$ cat src/rtl/car_motion_scheduler.sv
`default_nettype none
// ============================================================================
//  Module      : car_motion_scheduler
//  Description : Collective (SCAN) scheduler for a single 7-floor car.
//                Latches hall/car calls, chooses the serving direction,
//                times floor-to-floor travel, decides where to stop and
//                hands the car to the door controller.
//  Ports       : clk, reset (sync, active-high), i_enable (0 = freeze),
//                i_hall_up_btn/i_hall_dn_btn/i_car_btn (bit n = floor n+1),
//                i_door_state (1 = door open),
//                o_current_floor (1..7), o_current_dir (UP=10, DOWN=01,
//                STOP=00), o_moving (door controller reset),
//                o_up_pending/o_dn_pending/o_car_pending (latched calls)
//  Revision    : 1.0  initial release
// ============================================================================
module car_motion_scheduler #(
    parameter int CLK_PER_FLOOR = 100000000,
    parameter int DOOR_TIMEOUT  = 1000000000
) (
    input  logic       clk,
    input  logic       reset,
    input  logic       i_enable,
    input  logic [6:0] i_hall_up_btn,
    input  logic [6:0] i_hall_dn_btn,
    input  logic [6:0] i_car_btn,
    input  logic       i_door_state,
    output logic [2:0] o_current_floor,
    output logic [1:0] o_current_dir,
    output logic       o_moving,
    output logic [6:0] o_up_pending,
    output logic [6:0] o_dn_pending,
    output logic [6:0] o_car_pending
);

    localparam int              c_cnt_w     = $clog2(CLK_PER_FLOOR);
    localparam int              c_door_w    = $clog2(DOOR_TIMEOUT);
    localparam logic [c_cnt_w-1:0]  c_cnt_load = c_cnt_w'(CLK_PER_FLOOR - 1);
    localparam logic [c_door_w-1:0] c_door_last = c_door_w'(DOOR_TIMEOUT - 1);
    localparam logic [1:0]      c_dir_stop  = 2'b00;
    localparam logic [1:0]      c_dir_up    = 2'b10;
    localparam logic [1:0]      c_dir_dn    = 2'b01;
    // No up call exists at the top floor, no down call at the bottom floor.
    localparam logic [6:0]      c_up_valid  = 7'b0111111;
    localparam logic [6:0]      c_dn_valid  = 7'b1111110;

    typedef enum logic [1:0] {
        S_IDLE = 2'd0,
        S_MOVE = 2'd1,
        S_DOOR = 2'd2
    } state_t;

    state_t                r_state, w_state_nx;
    logic [2:0]            r_floor, w_floor_nx;
    logic [1:0]            r_dir,   w_dir_nx;
    logic [c_cnt_w-1:0]    r_cnt,   w_cnt_nx;
    logic [c_door_w-1:0]   r_dcnt,  w_dcnt_nx;
    logic                  r_seen,  w_seen_nx;
    logic [6:0]            r_up, r_dn, r_car;
    logic [6:0]            w_clr_up, w_clr_dn, w_clr_car;

    logic [6:0]            w_all, w_here, w_arr_here;
    logic [2:0]            w_arr_floor;
    logic                  w_ahead_up, w_ahead_dn, w_ahead_cur;
    logic                  w_arr_ahead, w_arr_hall_dir, w_arr_hall_opp, w_arr_stop;

    // One-hot mask of the given floor.
    function automatic logic [6:0] floor_mask(input logic [2:0] f);
        logic [6:0] m;
        for (int i = 0; i < 7; i++) m[i] = (3'(i + 1) == f);
        return m;
    endfunction

    // Floors strictly beyond f in the given direction (up=1 / down=0).
    function automatic logic [6:0] beyond_mask(input logic [2:0] f, input logic up);
        logic [6:0] m;
        for (int i = 0; i < 7; i++) m[i] = up ? (3'(i + 1) > f) : (3'(i + 1) < f);
        return m;
    endfunction

    // Call bookkeeping at the current floor and at the floor being reached.
    always_comb begin
        w_all       = r_up | r_dn | r_car;
        w_here      = floor_mask(r_floor);
        w_ahead_up  = |(w_all & beyond_mask(r_floor, 1'b1));
        w_ahead_dn  = |(w_all & beyond_mask(r_floor, 1'b0));
        w_ahead_cur = ((r_dir == c_dir_up) && w_ahead_up) ||
                      ((r_dir == c_dir_dn) && w_ahead_dn);

        // Saturate at the end floors so the car can never leave 1..7.
        w_arr_floor = r_floor;
        if (r_dir == c_dir_up && r_floor != 3'd7)
            w_arr_floor = r_floor + 3'd1;
        else if (r_dir == c_dir_dn && r_floor != 3'd1)
            w_arr_floor = r_floor - 3'd1;

        w_arr_here     = floor_mask(w_arr_floor);
        w_arr_ahead    = |(w_all & beyond_mask(w_arr_floor, r_dir == c_dir_up));
        w_arr_hall_dir = (r_dir == c_dir_up) ? |(r_up & w_arr_here) : |(r_dn & w_arr_here);
        w_arr_hall_opp = (r_dir == c_dir_up) ? |(r_dn & w_arr_here) : |(r_up & w_arr_here);
        w_arr_stop     = |(r_car & w_arr_here) || w_arr_hall_dir || !w_arr_ahead;
    end

    // Next-state logic.
    always_comb begin
        w_state_nx = r_state;
        w_floor_nx = r_floor;
        w_dir_nx   = r_dir;
        w_cnt_nx   = r_cnt;
        w_dcnt_nx  = r_dcnt;
        w_seen_nx  = r_seen;
        w_clr_up   = '0;
        w_clr_dn   = '0;
        w_clr_car  = '0;

        case (r_state)
            S_IDLE: begin
                if (w_ahead_cur) begin
                    w_state_nx = S_MOVE;
                    w_cnt_nx   = c_cnt_load;
                end else if (w_ahead_up) begin
                    w_dir_nx   = c_dir_up;
                    w_state_nx = S_MOVE;
                    w_cnt_nx   = c_cnt_load;
                end else if (w_ahead_dn) begin
                    w_dir_nx   = c_dir_dn;
                    w_state_nx = S_MOVE;
                    w_cnt_nx   = c_cnt_load;
                end else if (|(w_all & w_here)) begin
                    // Door must never open with STOP: a lone car call picks UP.
                    if (|(r_up & w_here))      w_dir_nx = c_dir_up;
                    else if (|(r_dn & w_here)) w_dir_nx = c_dir_dn;
                    else                       w_dir_nx = c_dir_up;
                    w_state_nx = S_DOOR;
                    w_dcnt_nx  = '0;
                    w_seen_nx  = 1'b0;
                    w_clr_car  = w_here;
                    if (w_dir_nx == c_dir_up) w_clr_up = w_here;
                    else                      w_clr_dn = w_here;
                end else begin
                    w_dir_nx = c_dir_stop;
                    w_clr_up = w_here;
                    w_clr_dn = w_here;
                end
            end

            S_MOVE: begin
                if (r_cnt != '0) begin
                    w_cnt_nx = r_cnt - 1'b1;
                end else begin
                    w_floor_nx = w_arr_floor;
                    if (!w_arr_ahead && w_arr_hall_opp)
                        w_dir_nx = {r_dir[0], r_dir[1]};
                    if (w_arr_stop) begin
                        w_state_nx = S_DOOR;
                        w_dcnt_nx  = '0;
                        w_seen_nx  = 1'b0;
                        w_clr_car  = w_arr_here;
                        if (w_dir_nx == c_dir_up) w_clr_up = w_arr_here;
                        else                      w_clr_dn = w_arr_here;
                    end else begin
                        w_cnt_nx = c_cnt_load;
                    end
                end
            end

            S_DOOR: begin
                // Calls at this floor in the serving direction are absorbed
                // by the open door rather than causing a second stop.
                w_clr_car = w_here;
                if (r_dir == c_dir_up) w_clr_up = w_here;
                else                   w_clr_dn = w_here;
                w_seen_nx = r_seen | i_door_state;
                w_dcnt_nx = r_dcnt + 1'b1;
                if ((r_seen && !i_door_state) || (r_dcnt == c_door_last))
                    w_state_nx = S_IDLE;
            end

            default: w_state_nx = S_IDLE;
        endcase
    end

    always_ff @(posedge clk) begin
        if (reset) begin
            r_state <= S_IDLE;
            r_floor <= 3'd1;
            r_dir   <= c_dir_stop;
            r_cnt   <= '0;
            r_dcnt  <= '0;
            r_seen  <= 1'b0;
            r_up    <= '0;
            r_dn    <= '0;
            r_car   <= '0;
        end else if (i_enable) begin
            r_state <= w_state_nx;
            r_floor <= w_floor_nx;
            r_dir   <= w_dir_nx;
            r_cnt   <= w_cnt_nx;
            r_dcnt  <= w_dcnt_nx;
            r_seen  <= w_seen_nx;
            // A press in the same cycle as a clear wins.
            r_up    <= (r_up  & ~w_clr_up)  | (i_hall_up_btn & c_up_valid);
            r_dn    <= (r_dn  & ~w_clr_dn)  | (i_hall_dn_btn & c_dn_valid);
            r_car   <= (r_car & ~w_clr_car) | i_car_btn;
        end
    end

    assign o_current_floor = r_floor;
    assign o_current_dir   = r_dir;
    assign o_moving        = (r_state == S_MOVE);
    assign o_up_pending    = r_up;
    assign o_dn_pending    = r_dn;
    assign o_car_pending   = r_car;

endmodule
`default_nettype wire
$ cat config.mk
export PLATFORM = sky130hd
export DESIGN_NAME = car_motion_scheduler
export DESIGN_NICKNAME = d
export VERILOG_FILES = /design/src/rtl/car_motion_scheduler.sv
export SDC_FILE = /design/constraint.sdc
export NUM_CORES = 1
export LEC_CHECK = 0
export CORE_AREA = 4 4 141 143
export DETAILED_ROUTE_END_ITERATION = 8
export DIE_AREA = 0 0 145 147
export PLACE_DENSITY = 0.59
export REMOVE_ABC_BUFFERS = 1
export SKIP_CTS_REPAIR_TIMING = 1
export SYNTH_ARGS = -nofsm -noshare
export SYNTH_HDL_FRONTEND = slang
export SYNTH_SLANG_ARGS = --single-unit
$ cat constraint.sdc
create_clock -name clk -period 4.75 [get_ports clk]
set_input_delay 0.475 -clock clk [delete_from_list [all_inputs] [get_ports clk]]
set_output_delay 0.475 -clock clk [all_outputs]
set_load 0.05 [all_outputs]
## Yosys cells after proc, flatten, opt, wreduce, memory -nomap -nowiden

Index checks and enable logic that the tools add are counted.

- Muxes and demuxes: 82
- Reduce and logical (&&, ||, !) cells: 30
- Order comparisons: 28
- $add $sub $neg: 4
- Equality and inequality tests: 33
- Bitwise gates (word level): 22

Operators with widths:

| operator | count |
|---|---|
| 2-to-1 mux 30 bit | 6 |
| 2-to-1 mux 7 bit | 24 |
| 2-to-1 mux 27 bit | 5 |
| one-hot mux 30 bit (3 select lines) | 1 |
| bitwise AND 7 bit | 12 |
| one-hot mux 7 bit (3 select lines) | 3 |
| OR reduction 7 bit | 9 |
| one-hot mux 27 bit (2 select lines) | 1 |
| 2-to-1 mux 2 bit | 22 |
| adder 30 x 1 -> 30 bit, second input constant | 1 |
| equality test 30 bit, second input constant | 1 |
| OR 7 bit | 4 |
| nonzero test 27 bit | 1 |
| subtractor 27 x 1 -> 27 bit, second input constant | 1 |
| equality test 3 bit, first input constant | 8 |
| greater-than comparator 3 bit, first input constant | 8 |
| < comparator 3 bit, first input constant | 8 |
| NOT 7 bit | 3 |
| 2-to-1 mux 1 bit | 15 |
| equality test 2 x 3 -> 1 bit, first input constant | 4 |
| greater-than comparator 2 x 3 -> 1 bit, first input constant | 4 |
| < comparator 2 x 3 -> 1 bit, first input constant | 4 |
| != test 2 bit, second input constant | 6 |
| equality test 2 bit, second input constant | 4 |
| 29 further kinds | 44 |

- Bits of input ports: 25
- Register bits after elaboration: 86

## Depth between registers and ports, before layout

- Depth in word-level cells: 21
- Mapped depth: 16
- Gate-level depth less buffers: 11

## Worst setup path after synthesis

Ideal clock, no wire load.

- Kind: flip-flop to flip-flop
- Start point: reg r_floor[1] (netlist: o_current_floor[1])
- End point: reg r_cnt[21]
- Cell stages (with the launch flop): 15
- Buffers on the path: 3
- Data required time: 4.608 ns
- Arrival: 4.105 ns
- Path slack: 0.503 ns
- Period minus slack after synthesis: 4.247 ns
- Setup time: 0.142 ns
- Path through: dfxtp_1 inv_1 ha_1 clkbuf_2 and2b_2 a2bb2oi_4 xnor2_2 mux2i_1 a211oi_1 or4_1 buf_2 o31a_1 buf_2 o41ai_1 o221ai_1

- Word-level cells in the longest chain between the ends: 12
- Elaborated cells on any way between the ends: 75
- Those cells by class: add/sub (2); order compare (28); eq/ne (11); mux (13); bitwise (6); reduce/logical (15)

RTL lines:

| element | line | text |
|---|---|---|
| from (decl) | 53 | `logic [2:0] r_floor, w_floor_nx;` |
| from (signal assigned) | 195 | `r_floor <= w_floor_nx;` |
| parallel branches: the longest is 12 deep, another holds subtractor 3 x 1 -> 3 bit | - |  |
| to (signal assigned) | 197 | `r_cnt <= w_cnt_nx;` |
| to (decl) | 55 | `logic [c_cnt_w-1:0] r_cnt, w_cnt_nx;` |

Several ways; the timed one is not identified.
A chain may end at the register's enable or synchronous reset.

## Worst setup path in the final report

- Start point: reg r_floor[1] (netlist: o_current_floor[1])
- End point: reg r_cnt[24]

The elaborated chain is that of the path after synthesis.

==> summary.md <==
| Metric | Value |
|---|---|
| Status | `finished clean` |
| Maximum VDD drop | `around 0.22 mV` |
| Top-level I/O count | `between 50 and 60` |
| 1st-pass router iterations | `8` |
| Most used cell, CP | `or4_1` |
| Layout cell share with drive strength beyond 1 | `slightly above 8%` |
| Final Net Count | `921` |
| Synthesized cell area | `between 6000 and 7000 um2` |
| Max-slew violation count | `0` |
| Net Sw Frac | `37.8%` |
| Initial Utilization | `about a third` |
| Max clock buf depth | `2` |
| Mapped Avg Cell Area | `about 7.4 um2` |
| Part of the cycle the worst path needs | `94.3%` |
| Clock power frac | `about 32%` |
| Final Skew | `~11 ps` |
| GRT Overall Usage | `18.9%` |
| Post-synth ARST share | `0%` |
| First-pass GRT wire length | `~34000 um` |
| Kind of critical path | `flip-flop to flip-flop` |
| Leak | `around 2.4 nW` |
| GRT Residual Overflow | `0` |
| CTS tree | `yes` |
| P per Cell Area | `between 300 and 400 nW/um2` |
| Vias in the first global route | `slightly above 6000` |
| Slowest CP cell | `or4_1` |
| Sw Pwr | `about 900 uW` |
| Yosys top cell by area | `dfxtp_1` |
| DR WL met3 | `approximately 1500 um` |
| Setup ws final | `270 ps` |
| Via density per instance | `6.30` |
| Vias post-DR | `around 7100` |
| Largest cells by area after synthesis | `dfxtp_1, nand2_1, a21oi_1, nand3_1, o21ai_0` |
| Slowest stage delay, CP | `790 ps` |
| Routed wl met2 | `roughly 9500 um` |
| # DRC | `0` |
| Worst r2r src | `o_current_floor[1]` |
| Slew margin rel. | `30.2%` |
| Hold Vio Cnt, Final | `0` |
| DR top layer | `met4` |
| Die Width | `roughly 150 um` |
| Hold Crit Start | `r_seen` |
| Post-detail-place hpwl | `~15000 um` |
| Count leader, synth | `dfxtp_1` |
| Total core area | `~19000 um2` |
| Comb pwr share | `32.0%` |
| Worst slack, placed | `around 350 ps` |
| Crit start category | `flip-flop` |
| EDFF count, synth | `0` |
| Clock Latency Late Sink | `~350 ps` |
| RD Place Congestion | `roughly 0.89` |
| Largest net degree at the start of global routing | `39` |
| Wire per inst | `18.7 um` |
| Die Area | `between 20000 and 25000 um2` |
| # rows | `50` |
| Syn Inst Count | `864` |
| Worst path cell trace | `inv_1, ha_1, and2b_2, a2bb2oi_4, xnor2_2, mux2i_1, a211oi_1, or4_1, o31a_1, or4_1, a31oi_1` |
| Sequential-to-total area share from yosys stat | `a little over a quarter` |
| Area Overhead vs Synth | `16.8%` |
| Register bit count reported by yosys | `86` |
| Non-filler instance count after layout | `between 1000 and 1500` |
| Max Freq | `between 0.2 and 0.25 GHz` |
| Minimum clock period | `about 4500 ps` |
| Wl on met1 | `between 9000 and 10000 um` |
| IO Port Bufs | `49` |
| CP max FO | `18` |
| Initial antenna violation count | `0` |
| Hold slack | `480 ps` |
| Max-cap violations | `0` |
| CTS Sinks | `86` |
| Synth unique cells | `85` |
| Num CTS Buffers | `9` |
| ANT nets after route | `0` |
| Worst-Margin Slew | `roughly 1000 ps` |
| Clk pin slew, worst setup/hold paths | `about 70 ps` |
| Final setup fails | `0` |
| Post-synth top cells | `dfxtp_1, nand2_1, a21oi_1, nor2_1, nand3_1` |
| ANT cells | `0` |
| CP Capture Type | `flip-flop` |
| Sequential Power Share | `between 30% and 40%` |
| Chip Height | `~150 um` |
| RSZ-0062 raised after global routing | `false` |
| Synth top area share | `26.9%` |
| CTS HTree Levels | `3` |
| Int Power | `between 1 and 1.5 mW` |
| Worst path arrival time | `~4800 ps` |
| DRT iter0 DRCs | `approximately 600` |
| Routed Wire Length | `approximately 21000 um` |
| Main synth FF type | `dfxtp_1` |
| Setup crit start | `o_current_floor[1]` |
| Total of warnings raised by yosys | `0` |
| DP Cell Count | `around 1100` |
| Type of the most critical hold path | `flip-flop to flip-flop` |
| Clock root buffer master | `clkbuf_16` |
| WP data required | `slightly above 5000 ps` |
==> per-stage QoR <==
| step | setup TNS [ps] | cell area (um2) | utilization (%) | power, mW |
|---|---|---|---|---|
| after floorplan | -50190 | 6140 | - | 1.33 |
| after global placement | 0 | 7160 | 38.5 | 1.62 |
| final | 0 | 7470 | 40.2 | 2.39 |
| after global routing | 0 | 7470 | 40.2 | 2.52 |
| after CTS | 0 | 7470 | 40.2 | 2.40 |
| after detailed placement | 0 | 7160 | 38.5 | 1.63 |
==> cell type report <==
class | instances | area [um2]
Tap cell | 234 | 293
Clock buffer | 9 | 225
Fill cell | 1896 | 11100
Clock inverter | 6 | 87.6
Multi-Input combinational cell | 698 | 4390
Timing Repair Buffer | 77 | 696
Inverter | 16 | 60.1
Sequential cell | 86 | 1720
==> layer usage <==
| layer | up-vias | track usage (%) |
|---|---|---|
| li1 | 3399 | - |
| met1 | 3349 | 25.7 |
| met2 | 296 | 29.6 |
| met3 | 51 | 4.44 |
| met4 | 0 | 6.56 |
| met5 | - | 0 |
==> sequential cells by signal, indices dropped and copies added (netlist names) <==
name             flops
o_dn_pending         7
r_cnt               27
r_seen               1
o_current_dir        2
r_state              2
o_current_floor      3
o_up_pending         7
r_dcnt              30
o_car_pending        7
==> worst paths after layout <==
kind                             endpoint  slack (ps)  depth (start not counted)
worst max-delay path            r_cnt[24]         270                         11
worst max register to register  r_cnt[24]         270                         11
worst min-delay path               r_seen         480                          1
worst min register to register     r_seen         480                          1
==> power by group through the flow <==
stage               logic, mW  clock network (mW)  registers, mW
finish                  0.765               0.767          0.857
floorplan               0.416                   0          0.918
CTS                     0.758               0.791          0.855
detailed placement      0.755                   0          0.871
global route            0.828               0.819          0.868
global placement        0.751                   0          0.871
==> critical path: cells and delay by family, from the launching register on <==
family                   cells  cell delay [ps]
buffers and inverters        1              150
AND/OR/NAND/NOR              3             1630
AO/OA/AOI/OAI                4             1100
adder cells (fa/ha/maj)      1              320
XOR/XNOR                     1              520
multiplexers                 1              300
flip-flops                   1              390
==> logic make-up (layout without fill, tap and decap cells) <==
family	count (synthesis)	in the layout	synth area share, %
compound gates	284	284	30.3
flops	86	86	26.9
buf+inv	80	108	4.99
fa+ha+maj	8	8	1.57
xor+xnor	2	2	0.391
simple gates	387	387	32.9
mux	17	17	2.88
==> cells in the final DEF (no fill, tap or decap), drive strengths merged, types with 12 or more instances in the layout <==
master,Yosys,routed
nor4,27,27
a22oi,16,16
nor3,45,45
dfxtp,86,86
mux2i,15,15
a211oi,13,13
inv,15,15
buf,15,29
or4,27,27
or3,19,19
o31ai,26,26
nand3,49,49
o21ai,54,54
clkdlybuf4s50,0,48
nor2,50,50
a31oi,18,18
nand4,16,16
a21oi,61,61
nand2,84,84
and3,12,12
o21bai,18,18
No activity file was read; power rests on OpenSTA's default activity.
